File: config.mk
export PLATFORM = sky130hd
export DESIGN_NAME = tlul_host_arb_flat
export DESIGN_NICKNAME = d
export VERILOG_FILES = /design/src/rtl/tlul_host_arb_if.sv /design/src/rtl/tlul_host_arb.sv /design/src/flat_wrapper.sv
export SDC_FILE = /design/constraint.sdc
export NUM_CORES = 1
export LEC_CHECK = 0
export BUFFER_PORTS_ARGS = -buffer_cell sky130_fd_sc_hd__buf_4
export CAP_MARGIN = 30
export CORE_AREA = 2 2 174 176
export DETAILED_ROUTE_END_ITERATION = 16
export DIE_AREA = 0 0 176 178
export MAX_ROUTING_LAYER = met4
export PLACE_DENSITY = 0.36
export SYNTH_ARGS = -nofsm -noshare
export SYNTH_HDL_FRONTEND = slang
export SYNTH_SLANG_ARGS = --single-unit
File: constraint.sdc
create_clock -name clk_i -period 1.78 [get_ports clk_i]
set_input_delay 0.178 -clock clk_i [delete_from_list [all_inputs] [get_ports clk_i]]
set_output_delay 0.178 -clock clk_i [all_outputs]
set_load 0.05 [all_outputs]
File: src/rtl/tlul_host_arb_if.sv
// Bundles the host-side and device-side TL-UL handshakes of tlul_host_arb.
// "slave" is the arbiter's view; "master" is the view of whatever drives it.
interface tlul_host_arb_if #(
    parameter int NumHosts       = 2,
    parameter int AWidth         = 101,
    parameter int DWidth         = 65,
    parameter int MaxOutstanding = 3
);
    localparam int CntW = $clog2(MaxOutstanding + 1);

    logic [NumHosts-1:0]        a_valid_i;
    logic [NumHosts*AWidth-1:0] a_data_i;
    logic [NumHosts-1:0]        a_ready_o;
    logic                       a_valid_o;
    logic [AWidth-1:0]          a_data_o;
    logic                       a_ready_i;
    logic                       d_valid_i;
    logic [DWidth-1:0]          d_data_i;
    logic                       d_ready_o;
    logic [NumHosts-1:0]        d_valid_o;
    logic [DWidth-1:0]          d_data_o;
    logic [NumHosts-1:0]        d_ready_i;
    logic [CntW-1:0]            outstanding_o;
    logic                       unexpected_o;

    modport slave (
        input  a_valid_i, a_data_i, a_ready_i, d_valid_i, d_data_i, d_ready_i,
        output a_ready_o, a_valid_o, a_data_o, d_ready_o, d_valid_o, d_data_o,
               outstanding_o, unexpected_o
    );

    modport master (
        output a_valid_i, a_data_i, a_ready_i, d_valid_i, d_data_i, d_ready_i,
        input  a_ready_o, a_valid_o, a_data_o, d_ready_o, d_valid_o, d_data_o,
               outstanding_o, unexpected_o
    );
endinterface

File: src/rtl/tlul_host_arb.sv
// N:1 TL-UL host arbiter: round-robin A grant with lock, in-order tracking FIFO
// steering D responses back, and a cap on in-flight requests.
module tlul_host_arb #(
    parameter int NumHosts       = 2,
    parameter int AWidth         = 101,
    parameter int DWidth         = 65,
    parameter int MaxOutstanding = 3
) (
    input  logic          clk_i,
    input  logic          rst_i,
    tlul_host_arb_if.slave bus
);
    localparam int IdxW = (NumHosts > 1) ? $clog2(NumHosts) : 1;
    localparam int PtrW = (MaxOutstanding > 1) ? $clog2(MaxOutstanding) : 1;
    localparam int CntW = $clog2(MaxOutstanding + 1);
    localparam logic [IdxW-1:0] LastHost = IdxW'(NumHosts - 1);
    localparam logic [PtrW-1:0] LastSlot = PtrW'(MaxOutstanding - 1);
    localparam logic [CntW-1:0] Depth    = CntW'(MaxOutstanding);

    logic [IdxW-1:0] rr_ptr_reg;
    logic            lock_reg;
    logic [IdxW-1:0] lock_idx_reg;
    logic [PtrW-1:0] wr_ptr_reg;
    logic [PtrW-1:0] rd_ptr_reg;
    logic [CntW-1:0] count_reg;
    logic [CntW-1:0] count_next;
    logic            unexpected_reg;
    logic [IdxW-1:0] fifo_mem [MaxOutstanding];

    logic [IdxW-1:0] cand_idx [NumHosts];
    logic [NumHosts-1:0] cand_valid;
    logic [IdxW-1:0] rr_pick;
    logic [IdxW-1:0] grant;
    logic [IdxW-1:0] head;
    logic            can_accept;
    logic            nonempty;
    logic            a_valid;
    logic            a_hs;
    logic            d_ready;
    logic            d_hs;

    // Candidate at offset gi from the round-robin pointer, wrapped modulo NumHosts.
    for (genvar gi = 0; gi < NumHosts; gi++) begin : g_cand
        logic [IdxW:0] sum;
        assign sum            = {1'b0, rr_ptr_reg} + (IdxW+1)'(gi);
        assign cand_idx[gi]   = (sum >= (IdxW+1)'(NumHosts)) ?
                                IdxW'(sum - (IdxW+1)'(NumHosts)) : IdxW'(sum);
        assign cand_valid[gi] = bus.a_valid_i[cand_idx[gi]];
    end

    // Walk offsets from farthest to nearest so the nearest valid host wins.
    always_comb begin
        rr_pick = rr_ptr_reg;
        for (int k = NumHosts - 1; k >= 0; k--) begin
            if (cand_valid[k]) begin
                rr_pick = cand_idx[k];
            end
        end
    end

    assign grant      = lock_reg ? lock_idx_reg : rr_pick;
    assign can_accept = (count_reg < Depth);
    assign nonempty   = (count_reg != '0);
    assign head       = fifo_mem[rd_ptr_reg];

    assign a_valid        = !rst_i && can_accept && bus.a_valid_i[grant];
    assign a_hs           = a_valid && bus.a_ready_i;
    assign bus.a_valid_o  = a_valid;
    assign bus.a_data_o   = bus.a_data_i[grant*AWidth +: AWidth];

    assign d_ready        = !rst_i && nonempty && bus.d_ready_i[head];
    assign d_hs           = bus.d_valid_i && d_ready;
    assign bus.d_ready_o  = d_ready;
    assign bus.d_data_o   = bus.d_data_i;

    for (genvar gi = 0; gi < NumHosts; gi++) begin : g_host
        assign bus.a_ready_o[gi] = !rst_i && can_accept && bus.a_ready_i &&
                                   (grant == IdxW'(gi));
        assign bus.d_valid_o[gi] = !rst_i && nonempty && bus.d_valid_i &&
                                   (head == IdxW'(gi));
    end

    assign bus.outstanding_o = count_reg;
    assign bus.unexpected_o  = unexpected_reg;

    always_comb begin
        count_next = count_reg;
        case ({a_hs, d_hs})
            2'b10:   count_next = count_reg + CntW'(1);
            2'b01:   count_next = count_reg - CntW'(1);
            default: count_next = count_reg;
        endcase
    end

    always_ff @(posedge clk_i) begin
        if (rst_i) begin
            rr_ptr_reg     <= '0;
            lock_reg       <= 1'b0;
            lock_idx_reg   <= '0;
            wr_ptr_reg     <= '0;
            rd_ptr_reg     <= '0;
            count_reg      <= '0;
            unexpected_reg <= 1'b0;
        end else begin
            if (a_hs) begin
                wr_ptr_reg <= (wr_ptr_reg == LastSlot) ? '0 : wr_ptr_reg + PtrW'(1);
                rr_ptr_reg <= (grant == LastHost) ? '0 : grant + IdxW'(1);
                lock_reg   <= 1'b0;
            end else if (a_valid) begin
                lock_reg     <= 1'b1;
                lock_idx_reg <= grant;
            end
            if (d_hs) begin
                rd_ptr_reg <= (rd_ptr_reg == LastSlot) ? '0 : rd_ptr_reg + PtrW'(1);
            end
            if (bus.d_valid_i && !nonempty) begin
                unexpected_reg <= 1'b1;
            end
            count_reg <= count_next;
        end
    end

    // Entries are only read while counted, so the storage needs no reset.
    always_ff @(posedge clk_i) begin
        if (!rst_i && a_hs) begin
            fifo_mem[wr_ptr_reg] <= grant;
        end
    end
endmodule

File: src/flat_wrapper.sv
// flat-port wrapper written by rule: the top's interface ports become plain ports
module tlul_host_arb_flat 
#(
    parameter int NumHosts       = 2,
    parameter int AWidth         = 101,
    parameter int DWidth         = 65,
    parameter int MaxOutstanding = 3
)
  (clk_i, rst_i, bus_a_valid_i, bus_a_data_i, bus_a_ready_i, bus_d_valid_i, bus_d_data_i, bus_d_ready_i, bus_a_ready_o, bus_a_valid_o, bus_a_data_o, bus_d_ready_o, bus_d_valid_o, bus_d_data_o, bus_outstanding_o, bus_unexpected_o);
  tlul_host_arb_if #(.NumHosts(NumHosts), .AWidth(AWidth), .DWidth(DWidth), .MaxOutstanding(MaxOutstanding)) bus_i ();
  input  logic clk_i;
  input  logic rst_i;
  input wire logic [$bits(bus_i.a_valid_i)-1:0] bus_a_valid_i;
  input wire logic [$bits(bus_i.a_data_i)-1:0] bus_a_data_i;
  input wire logic [$bits(bus_i.a_ready_i)-1:0] bus_a_ready_i;
  input wire logic [$bits(bus_i.d_valid_i)-1:0] bus_d_valid_i;
  input wire logic [$bits(bus_i.d_data_i)-1:0] bus_d_data_i;
  input wire logic [$bits(bus_i.d_ready_i)-1:0] bus_d_ready_i;
  output wire logic [$bits(bus_i.a_ready_o)-1:0] bus_a_ready_o;
  output wire logic [$bits(bus_i.a_valid_o)-1:0] bus_a_valid_o;
  output wire logic [$bits(bus_i.a_data_o)-1:0] bus_a_data_o;
  output wire logic [$bits(bus_i.d_ready_o)-1:0] bus_d_ready_o;
  output wire logic [$bits(bus_i.d_valid_o)-1:0] bus_d_valid_o;
  output wire logic [$bits(bus_i.d_data_o)-1:0] bus_d_data_o;
  output wire logic [$bits(bus_i.outstanding_o)-1:0] bus_outstanding_o;
  output wire logic [$bits(bus_i.unexpected_o)-1:0] bus_unexpected_o;
  assign bus_i.a_valid_i = bus_a_valid_i;
  assign bus_i.a_data_i = bus_a_data_i;
  assign bus_i.a_ready_i = bus_a_ready_i;
  assign bus_i.d_valid_i = bus_d_valid_i;
  assign bus_i.d_data_i = bus_d_data_i;
  assign bus_i.d_ready_i = bus_d_ready_i;
  assign bus_a_ready_o = bus_i.a_ready_o;
  assign bus_a_valid_o = bus_i.a_valid_o;
  assign bus_a_data_o = bus_i.a_data_o;
  assign bus_d_ready_o = bus_i.d_ready_o;
  assign bus_d_valid_o = bus_i.d_valid_o;
  assign bus_d_data_o = bus_i.d_data_o;
  assign bus_outstanding_o = bus_i.outstanding_o;
  assign bus_unexpected_o = bus_i.unexpected_o;
  tlul_host_arb #(.NumHosts(NumHosts), .AWidth(AWidth), .DWidth(DWidth), .MaxOutstanding(MaxOutstanding)) u_core (.clk_i(clk_i), .rst_i(rst_i), .bus(bus_i));
endmodule
==> flow_results.xml, run 1 <==
<?xml version="1.0" encoding="UTF-8"?>
<metrics>
  <group name="placed_design">
    <metric name="place.port_buffers" unit="">319</metric>
    <metric name="place.detailed.hpwl" unit="um">13100</metric>
    <metric name="gp_congestion" unit="">0.702</metric>
    <metric name="place_inst" unit="">916</metric>
  </group>
  <group name="min_path">
    <metric name="hold_path_end" unit="">u_core.lock_reg</metric>
    <metric name="holdPathStages" unit="">2</metric>
    <metric name="type_of_the_most_critical_hold_path" unit="">in2reg</metric>
    <metric name="holdCritStartpoint" unit="">bus_a_ready_i</metric>
  </group>
  <group name="yosys">
    <metric name="fraction_of_synthesis_flops_using_an_asynchronous_set_or_reset_pin" unit="%">0</metric>
    <metric name="synth-main-ff-cell" unit="">sky130_fd_sc_hd__dfxtp_1</metric>
    <metric name="area_of_the_mapped_netlist" unit="um^2">2780</metric>
    <metric name="yosys-top-cells-area" unit="">sky130_fd_sc_hd__mux2_4 38%, sky130_fd_sc_hd__buf_4 18%, sky130_fd_sc_hd__mux2_2 13%, sky130_fd_sc_hd__dfxtp_1 8.6%, sky130_fd_sc_hd__buf_6 3.2%</metric>
    <metric name="yosys_warnings" unit="">0</metric>
    <metric name="synth_largest_area_cell" unit="">sky130_fd_sc_hd__mux2_4</metric>
    <metric name="yosys_register_bits" unit="">15</metric>
    <metric name="syn-num-nets" unit="">537</metric>
    <metric name="syn-mean-instance-area" unit="um^2">10.6</metric>
    <metric name="synthCells" unit="">261</metric>
    <metric name="synth.top_cell.area_share" unit="%">37.8</metric>
    <metric name="count_of_flip_flops_with_a_built_in_enable_after_synthesis" unit="">3</metric>
    <metric name="synth_seq_area_share" unit="%">11.9</metric>
    <metric name="synthDistinctLibCells" unit="">40</metric>
  </group>
  <group name="clocking">
    <metric name="cts_sinks" unit="">15</metric>
    <metric name="clk_root_buffer_cell" unit="">sky130_fd_sc_hd__clkbuf_16</metric>
    <metric name="cts_clock_pin_slew_for_the_worst_setup_and_hold_paths" unit="ns">0.05</metric>
    <metric name="cts_tree" unit="">yes</metric>
    <metric name="number_of_buffers_created_by_cts" unit="">3</metric>
    <metric name="cts_max_level" unit="">1</metric>
    <metric name="max_root_sink_buffers" unit="">2</metric>
    <metric name="clk_latency" unit="ns">0.25</metric>
  </group>
  <group name="setup_path">
    <metric name="largest_fanout_of_any_net_on_the_critical_path" unit="">13</metric>
    <metric name="critical_path_buf_inv_count" unit="">4</metric>
    <metric name="r2r.worst_path.cells" unit="">6</metric>
    <metric name="regToRegSetupSlack" unit="ns">-0.04</metric>
    <metric name="timing.rr.end" unit="">u_core.bus.outstanding_o[1]</metric>
    <metric name="slowest_library_cell_on_the_worst_path" unit="">sky130_fd_sc_hd__mux2_4</metric>
    <metric name="worstSetupPathDepth" unit="">7</metric>
    <metric name="critical-path-top-delay-family" unit="">multiplexers</metric>
    <metric name="path_cells" unit="">maj3_2 &gt; mux2i_4 &gt; buf_6 &gt; inv_8 &gt; buf_12 &gt; mux2_4 &gt; buf_6</metric>
    <metric name="path_class" unit="">reg2out</metric>
    <metric name="end_kind" unit="">output port</metric>
    <metric name="timing.critical_path.arrival" unit="ns">1.92</metric>
    <metric name="critical-path-top-cell-by-count" unit="">sky130_fd_sc_hd__buf_6</metric>
    <metric name="timing.critical_path.required" unit="ns">1.60</metric>
    <metric name="startpoint_type" unit="">register</metric>
    <metric name="crit_path_start" unit="">u_core.rr_ptr_reg</metric>
    <metric name="reg2reg_from" unit="">u_core.lock_reg</metric>
    <metric name="worst_path_largest_cell_delay" unit="ns">0.33</metric>
  </group>
  <group name="final_layout">
    <metric name="antennaDiodeCount" unit="">0</metric>
    <metric name="final_cell_mix" unit="">235 x sky130_fd_sc_hd__buf_4, 107 x sky130_fd_sc_hd__buf_6, 70 x sky130_fd_sc_hd__mux2_4, 31 x sky130_fd_sc_hd__mux2_2, 7 x sky130_fd_sc_hd__dfxtp_1</metric>
    <metric name="area_occupied_by_registers" unit="um^2">344</metric>
    <metric name="layout_cells_sized_above_1" unit="%">89.6</metric>
    <metric name="fin_nets" unit="">818</metric>
    <metric name="fillerInstances" unit="">3238</metric>
    <metric name="layout.cells.non_filler" unit="">931</metric>
    <metric name="layout_commonest_cell" unit="">sky130_fd_sc_hd__buf_4</metric>
    <metric name="multi_input_gate_area_in_the_final_layout" unit="um^2">1890</metric>
    <metric name="area_growth" unit="%">119</metric>
    <metric name="finish.utilization" unit="%">20.7</metric>
  </group>
  <group name="power_and_ir_drop">
    <metric name="vdd_drop_max" unit="mV">0.313</metric>
    <metric name="power.density_cell_area" unit="nW/um^2">639</metric>
    <metric name="post-layout-total-power" unit="mW">3.88</metric>
    <metric name="leakage" unit="nW">2.91</metric>
  </group>
  <group name="global_route">
    <metric name="grt_max_degree" unit="">35</metric>
    <metric name="global_route_wire_length_before_repair" unit="um">19300</metric>
    <metric name="first_global_vias" unit="">3122</metric>
    <metric name="antenna_violations_before_repair" unit="">0</metric>
    <metric name="grt_overflow" unit="">0</metric>
    <metric name="track_usage" unit="%">8.59</metric>
  </group>
  <group name="sta">
    <metric name="hold_viol" unit="">0</metric>
    <metric name="finalClockSkew" unit="ns">0.000683</metric>
    <metric name="grt_setup_unrepaired" unit="">true</metric>
    <metric name="fin_ws" unit="ns">-0.320</metric>
    <metric name="finalMaxSlewViolations" unit="">0</metric>
    <metric name="timing_worst_slew_pin_value" unit="ns">0.290</metric>
    <metric name="post-route-min-period" unit="ns">2.10</metric>
    <metric name="final.hold.worst_slack" unit="ns">0.129</metric>
    <metric name="timing.slew.headroom" unit="%">80.5</metric>
    <metric name="finalSetupViolations" unit="">103</metric>
    <metric name="min_period_over_period" unit="%">118</metric>
    <metric name="max_freq" unit="MHz">476</metric>
  </group>
  <group name="floorplan">
    <metric name="coreArea" unit="um^2">29400</metric>
    <metric name="width_of_the_chip" unit="um">176</metric>
    <metric name="initial_utilization" unit="%">9.45</metric>
    <metric name="row_count" unit="">63</metric>
    <metric name="dieHeight" unit="um">178</metric>
    <metric name="floorplan.die_area" unit="um^2">31300</metric>
    <metric name="ioPinCount" unit="">450</metric>
  </group>
  <group name="route">
    <metric name="detail_route.wirelength" unit="um">15600</metric>
    <metric name="antenna_left" unit="">0</metric>
    <metric name="num_vias" unit="">3039</metric>
    <metric name="avgViaCountPerCell" unit="">3.26</metric>
    <metric name="number_of_drc_violations_after_detailed_routing" unit="">0</metric>
    <metric name="drt_first_pass_iters" unit="">4</metric>
    <metric name="detail_route.wl_per_cell" unit="um">16.7</metric>
    <metric name="dr.first_iter.drc_count" unit="">49</metric>
  </group>
  <group name="outcome">
    <metric name="run_status" unit="">finished with violations</metric>
    <metric name="failed_checks" unit="">setup timing</metric>
  </group>
  <group name="run">
    <metric name="max-cap-violations" unit="">0</metric>
  </group>
</metrics>
routing by layer:
| layer | GRT usage [%] | share of wire [%] | vias up |
|---|---|---|---|
| li1 | - | - | 1426 |
| met1 | 9.47 | 37 | 1367 |
| met2 | 14.3 | 50 | 242 |
| met3 | 4.62 | 13 | 4 |
| met4 | 0.654 | 0.22 | 0 |
| met5 | - | 0 | - |
what timing repair did:
action	4_1_cts	5_1_grt
resized for setup	46	101
pin swaps	0	8
gates cloned	1	5
endpoints found under the setup margin	104	106
hold buffers	0	0
setup buffers	0	5
area by class of cell:
| class | count | share of cell area [%] |
|---|---|---|
| clock buffers | 3 | 1.23 |
| clock inverters | 1 | 0.0823 |
| inverters | 4 | 0.370 |
| multi-input cells | 162 | 31.0 |
| flip-flops and latches | 15 | 5.66 |
| well taps | 390 | 8.03 |
| repair buffers | 355 | 53.4 |
| repair inverters | 1 | 0.185 |
worst max path at each step:
| stage | end | slack, ns |
|---|---|---|
| floorplan | u_core.bus.outstanding_o[1] | -0.08 |
| CTS | bus_a_data_o[33] | -0.35 |
| global route | bus_a_data_o[83] | -0.37 |
| global placement | bus_a_data_o[33] | -0.1 |
| finish | bus_a_data_o[33] | -0.32 |
| detailed placement | bus_a_data_o[33] | -0.09 |
Yosys cell counts, types with 4 or more instances:
| cell | count |
|---|---|
| sky130_fd_sc_hd__clkbuf_1 | 4 |
| sky130_fd_sc_hd__mux2_2 | 31 |
| sky130_fd_sc_hd__nor3b_1 | 4 |
| sky130_fd_sc_hd__mux2i_1 | 4 |
| sky130_fd_sc_hd__mux2_4 | 70 |
| sky130_fd_sc_hd__nand4_1 | 4 |
| sky130_fd_sc_hd__nor2_1 | 8 |
| sky130_fd_sc_hd__o21ai_0 | 4 |
| sky130_fd_sc_hd__buf_4 | 65 |
| sky130_fd_sc_hd__dfxtp_1 | 12 |
| sky130_fd_sc_hd__buf_6 | 8 |
logic make-up (layout without fill, tap and decap cells):
group                    Yosys count  in the layout  synth area share, %
AND/OR/NAND/NOR                   33             33                 6.71
multiplexers                     106            106                 52.7
XOR/XNOR                           2              2                0.631
buffers and inverters             84            364                 22.4
adder cells (fa/ha/maj)            2              2                0.856
flip-flops                        15             15                 11.9
AO/OA/AOI/OAI                     19             19                 4.82
where the power goes:
part | internal, mW | switching (mW) | total [mW]
Combinational | 1.43 | 1.62 | 3.05
Sequential | 0.369 | 0.0172 | 0.386
Clock | 0.300 | 0.146 | 0.446
stage by stage:
stage,cell area (um^2),worst slack (ns),TNS [ns]
floorplan,2810,-0.0827,-0.0827
global placement,5300,-0.0984,-3.50
detailed placement,5300,-0.0927,-3.53
CTS,5580,-0.353,-31.03
global route,6080,-0.374,-35.83
finish,6080,-0.320,-29.47
Note: power is estimated with default switching activity, not from simulation.
==> run 2, diff against run 1 <==
--- a/config.mk
+++ b/config.mk
@@ -11,7 +11,8 @@
 export DETAILED_ROUTE_END_ITERATION = 16
 export DIE_AREA = 0 0 176 178
 export MAX_ROUTING_LAYER = met4
-export PLACE_DENSITY = 0.36
+export PLACE_DENSITY = 0.43
+export RECOVER_POWER = 25
 export SYNTH_ARGS = -nofsm -noshare
 export SYNTH_HDL_FRONTEND = slang
 export SYNTH_SLANG_ARGS = --single-unit
==> run 2 against run 1 <==
The run still ends with setup timing left. Maximum frequency shrank 0.70%. Cell area shrank 11%. Sequential share of layout area grew 0.62 points. First-iteration DRC count increased by 10%. Register-to-register slack gained 0.04 ns. Combinational power down 14%. Highest routed layer unchanged.
==> flow_results.xml, run 2 (synthesized netlist as in run 1, its figures left out) <==
<?xml version="1.0" encoding="UTF-8"?>
<metrics>
  <group name="outcome">
    <metric name="run_status" unit="">finished with violations</metric>
    <metric name="failed_checks" unit="">setup timing</metric>
  </group>
  <group name="sta">
    <metric name="grt_setup_unrepaired" unit="">true</metric>
    <metric name="hold_viol" unit="">0</metric>
    <metric name="timing.slew.headroom" unit="%">78.6</metric>
    <metric name="min_period_over_period" unit="%">119</metric>
    <metric name="max_freq" unit="MHz">473</metric>
    <metric name="timing_worst_slew_pin_value" unit="ns">0.320</metric>
    <metric name="finalMaxSlewViolations" unit="">0</metric>
    <metric name="fin_ws" unit="ns">-0.335</metric>
    <metric name="post-route-min-period" unit="ns">2.11</metric>
    <metric name="finalSetupViolations" unit="">102</metric>
    <metric name="finalClockSkew" unit="ns">0.00648</metric>
  </group>
  <group name="setup_path">
    <metric name="reg2reg_from" unit="">u_core.lock_reg</metric>
    <metric name="timing.critical_path.required" unit="ns">1.60</metric>
    <metric name="timing.critical_path.arrival" unit="ns">1.94</metric>
    <metric name="startpoint_type" unit="">register</metric>
    <metric name="r2r.worst_path.cells" unit="">5</metric>
    <metric name="end_kind" unit="">output port</metric>
    <metric name="crit_path_start" unit="">u_core.rr_ptr_reg</metric>
    <metric name="regToRegSetupSlack" unit="ns">0</metric>
    <metric name="path_class" unit="">reg2out</metric>
    <metric name="largest_fanout_of_any_net_on_the_critical_path" unit="">41</metric>
    <metric name="setup.worst_path.end" unit="">bus_a_data_o[33]</metric>
    <metric name="timing.rr.end" unit="">u_core.bus.outstanding_o[1]</metric>
  </group>
  <group name="final_layout">
    <metric name="fin_nets" unit="">802</metric>
    <metric name="antennaDiodeCount" unit="">0</metric>
    <metric name="area_occupied_by_registers" unit="um^2">339</metric>
    <metric name="layout_cells_sized_above_1" unit="%">88.4</metric>
    <metric name="layout_commonest_cell" unit="">sky130_fd_sc_hd__buf_4</metric>
    <metric name="area_growth" unit="%">94.3</metric>
    <metric name="fillerInstances" unit="">3259</metric>
    <metric name="final_cell_mix" unit="">332 x sky130_fd_sc_hd__buf_4, 70 x sky130_fd_sc_hd__mux2_4, 31 x sky130_fd_sc_hd__mux2_2, 9 x sky130_fd_sc_hd__dfxtp_1, 7 x sky130_fd_sc_hd__nor2_1</metric>
    <metric name="final_cell_area" unit="um^2">5400</metric>
    <metric name="multi_input_gate_area_in_the_final_layout" unit="um^2">1870</metric>
  </group>
  <group name="floorplan">
    <metric name="initial_utilization" unit="%">9.45</metric>
    <metric name="width_of_the_chip" unit="um">176</metric>
    <metric name="ioPinCount" unit="">450</metric>
    <metric name="floorplan.die_area" unit="um^2">31300</metric>
    <metric name="row_count" unit="">63</metric>
    <metric name="dieHeight" unit="um">178</metric>
    <metric name="coreArea" unit="um^2">29400</metric>
  </group>
  <group name="global_route">
    <metric name="top_usage_layer" unit="">met2</metric>
    <metric name="antenna_violations_before_repair" unit="">0</metric>
    <metric name="first_global_vias" unit="">2811</metric>
    <metric name="grt_util_met2" unit="%">12.0</metric>
    <metric name="global_route.usage.met1" unit="%">7.92</metric>
    <metric name="global_route_wire_length_before_repair" unit="um">17300</metric>
    <metric name="gr-usage-met3" unit="%">5.09</metric>
    <metric name="grt_max_degree" unit="">42</metric>
    <metric name="grt_overflow" unit="">0</metric>
    <metric name="track_usage" unit="%">7.52</metric>
  </group>
  <group name="placed_design">
    <metric name="gp_congestion" unit="">0.702</metric>
    <metric name="place_area" unit="um^2">5270</metric>
    <metric name="place.detailed.hpwl" unit="um">12000</metric>
    <metric name="dpl_worst_slack" unit="ns">-0.0545</metric>
    <metric name="place.port_buffers" unit="">319</metric>
  </group>
  <group name="clocking">
    <metric name="clk_latency" unit="ns">0.25</metric>
    <metric name="cts_clock_pin_slew_for_the_worst_setup_and_hold_paths" unit="ns">0.05</metric>
    <metric name="cts_hold_buffers" unit="">0</metric>
    <metric name="clk_root_buffer_cell" unit="">sky130_fd_sc_hd__clkbuf_16</metric>
    <metric name="number_of_buffers_created_by_cts" unit="">3</metric>
    <metric name="cts_sinks" unit="">15</metric>
    <metric name="cts_tree" unit="">yes</metric>
    <metric name="max_root_sink_buffers" unit="">2</metric>
    <metric name="cts_max_level" unit="">1</metric>
    <metric name="post_cts_setup_buffer_count" unit="">0</metric>
  </group>
  <group name="power_and_ir_drop">
    <metric name="power.internal" unit="mW">1.81</metric>
    <metric name="power.net_switching" unit="mW">1.63</metric>
    <metric name="leakage" unit="nW">2.64</metric>
    <metric name="seq_power_share" unit="%">11.2</metric>
    <metric name="vdd_drop_max" unit="mV">0.210</metric>
    <metric name="netSwitchingFraction" unit="%">47.5</metric>
    <metric name="power.density_cell_area" unit="nW/um^2">637</metric>
    <metric name="p_clk_share" unit="%">12.6</metric>
    <metric name="combinational_group_share_of_total_power" unit="%">76.2</metric>
  </group>
  <group name="min_path">
    <metric name="type_of_the_most_critical_hold_path" unit="">in2reg</metric>
    <metric name="holdPathStages" unit="">2</metric>
  </group>
  <group name="route">
    <metric name="detail_route.wl_per_cell" unit="um">14.7</metric>
    <metric name="antenna_left" unit="">0</metric>
    <metric name="dr.first_iter.drc_count" unit="">54</metric>
    <metric name="avgViaCountPerCell" unit="">3.23</metric>
    <metric name="number_of_drc_violations_after_detailed_routing" unit="">0</metric>
    <metric name="drt_first_pass_iters" unit="">3</metric>
    <metric name="num_vias" unit="">2957</metric>
    <metric name="detail_route.wirelength" unit="um">13500</metric>
  </group>
  <group name="run">
    <metric name="max-cap-violations" unit="">0</metric>
  </group>
</metrics>
run 2: cell types whose count changed in the layout (fill, tap and decap cells not counted), sizes merged:
cell and delta:
buf -12, clkbuf -3, inv -1
run 2: critical path, stage by stage, from the launching register on:
cell and delay (ns):
sky130_fd_sc_hd__dfxtp_1 0.31, sky130_fd_sc_hd__maj3_2 0.32, sky130_fd_sc_hd__mux2i_4 0.20, sky130_fd_sc_hd__inv_6 0.07, sky130_fd_sc_hd__buf_12 0.18, sky130_fd_sc_hd__mux2_4 0.33, sky130_fd_sc_hd__buf_4 0.20
run 2: power groups by stage:
stage | combinational [mW] | clock, mW | sequential (mW)
final | 2.62 | 0.433 | 0.384
after detailed placement | 2.62 | 0 | 0.391
after floorplan | 2.12 | 0 | 0.411
after global routing | 2.73 | 0.460 | 0.387
after global placement | 2.62 | 0 | 0.391
after CTS | 2.64 | 0.445 | 0.384
run 2: stage by stage:
stage	power, mW	hold slack [ns]	TNS, ns	instances	util, %
6_report	3.44	0.149	-27.54	915	18.4
3_3_place_gp	3.01	0.356	-2.59	911	17.9
3_5_place_dp	3.01	0.356	-2.26	911	17.9
2_1_floorplan	2.53	0.274	-0.0827	261	-
5_1_grt	3.58	0.161	-34.24	915	18.4
4_1_cts	3.47	0.152	-28.92	915	18.3
run 2: cell type report:
type	instances	share of cell area, %
clock buffer	3	1.39
clock inverter	1	0.0927
inverter	4	0.371
multi-input combinational	162	34.6
sequential	15	6.28
tap	390	9.04
timing repair buffer	340	48.2
run 2: how the worst min path moves through the flow:
stage,start,end,slack [ns]
3_5_place_dp,bus_d_data_i[13],bus_d_data_o[13],0.36
2_1_floorplan,bus_a_ready_i,u_core.lock_reg,0.27
5_1_grt,bus_a_ready_i,u_core.lock_reg,0.16
4_1_cts,bus_a_ready_i,u_core.lock_reg,0.15
6_report,bus_a_ready_i,u_core.lock_reg,0.15
3_3_place_gp,bus_d_data_i[13],bus_d_data_o[13],0.36
run 2: repair_timing:
action | in CTS | in global routing
endpoints found under the hold margin | 0 | 0
endpoints found under the setup margin | 105 | 104
pin swaps | 1 | 1
resized for setup | 8 | 8
cloned | 0 | 0
run 2: routing by layer:
| metal | routed length, um | share of wire, % |
|---|---|---|
| met5 | 0 | 0 |
| met2 | 6380 | 47 |
| met3 | 2370 | 18 |
| met1 | 4660 | 35 |
| met4 | 59 | 0.44 |
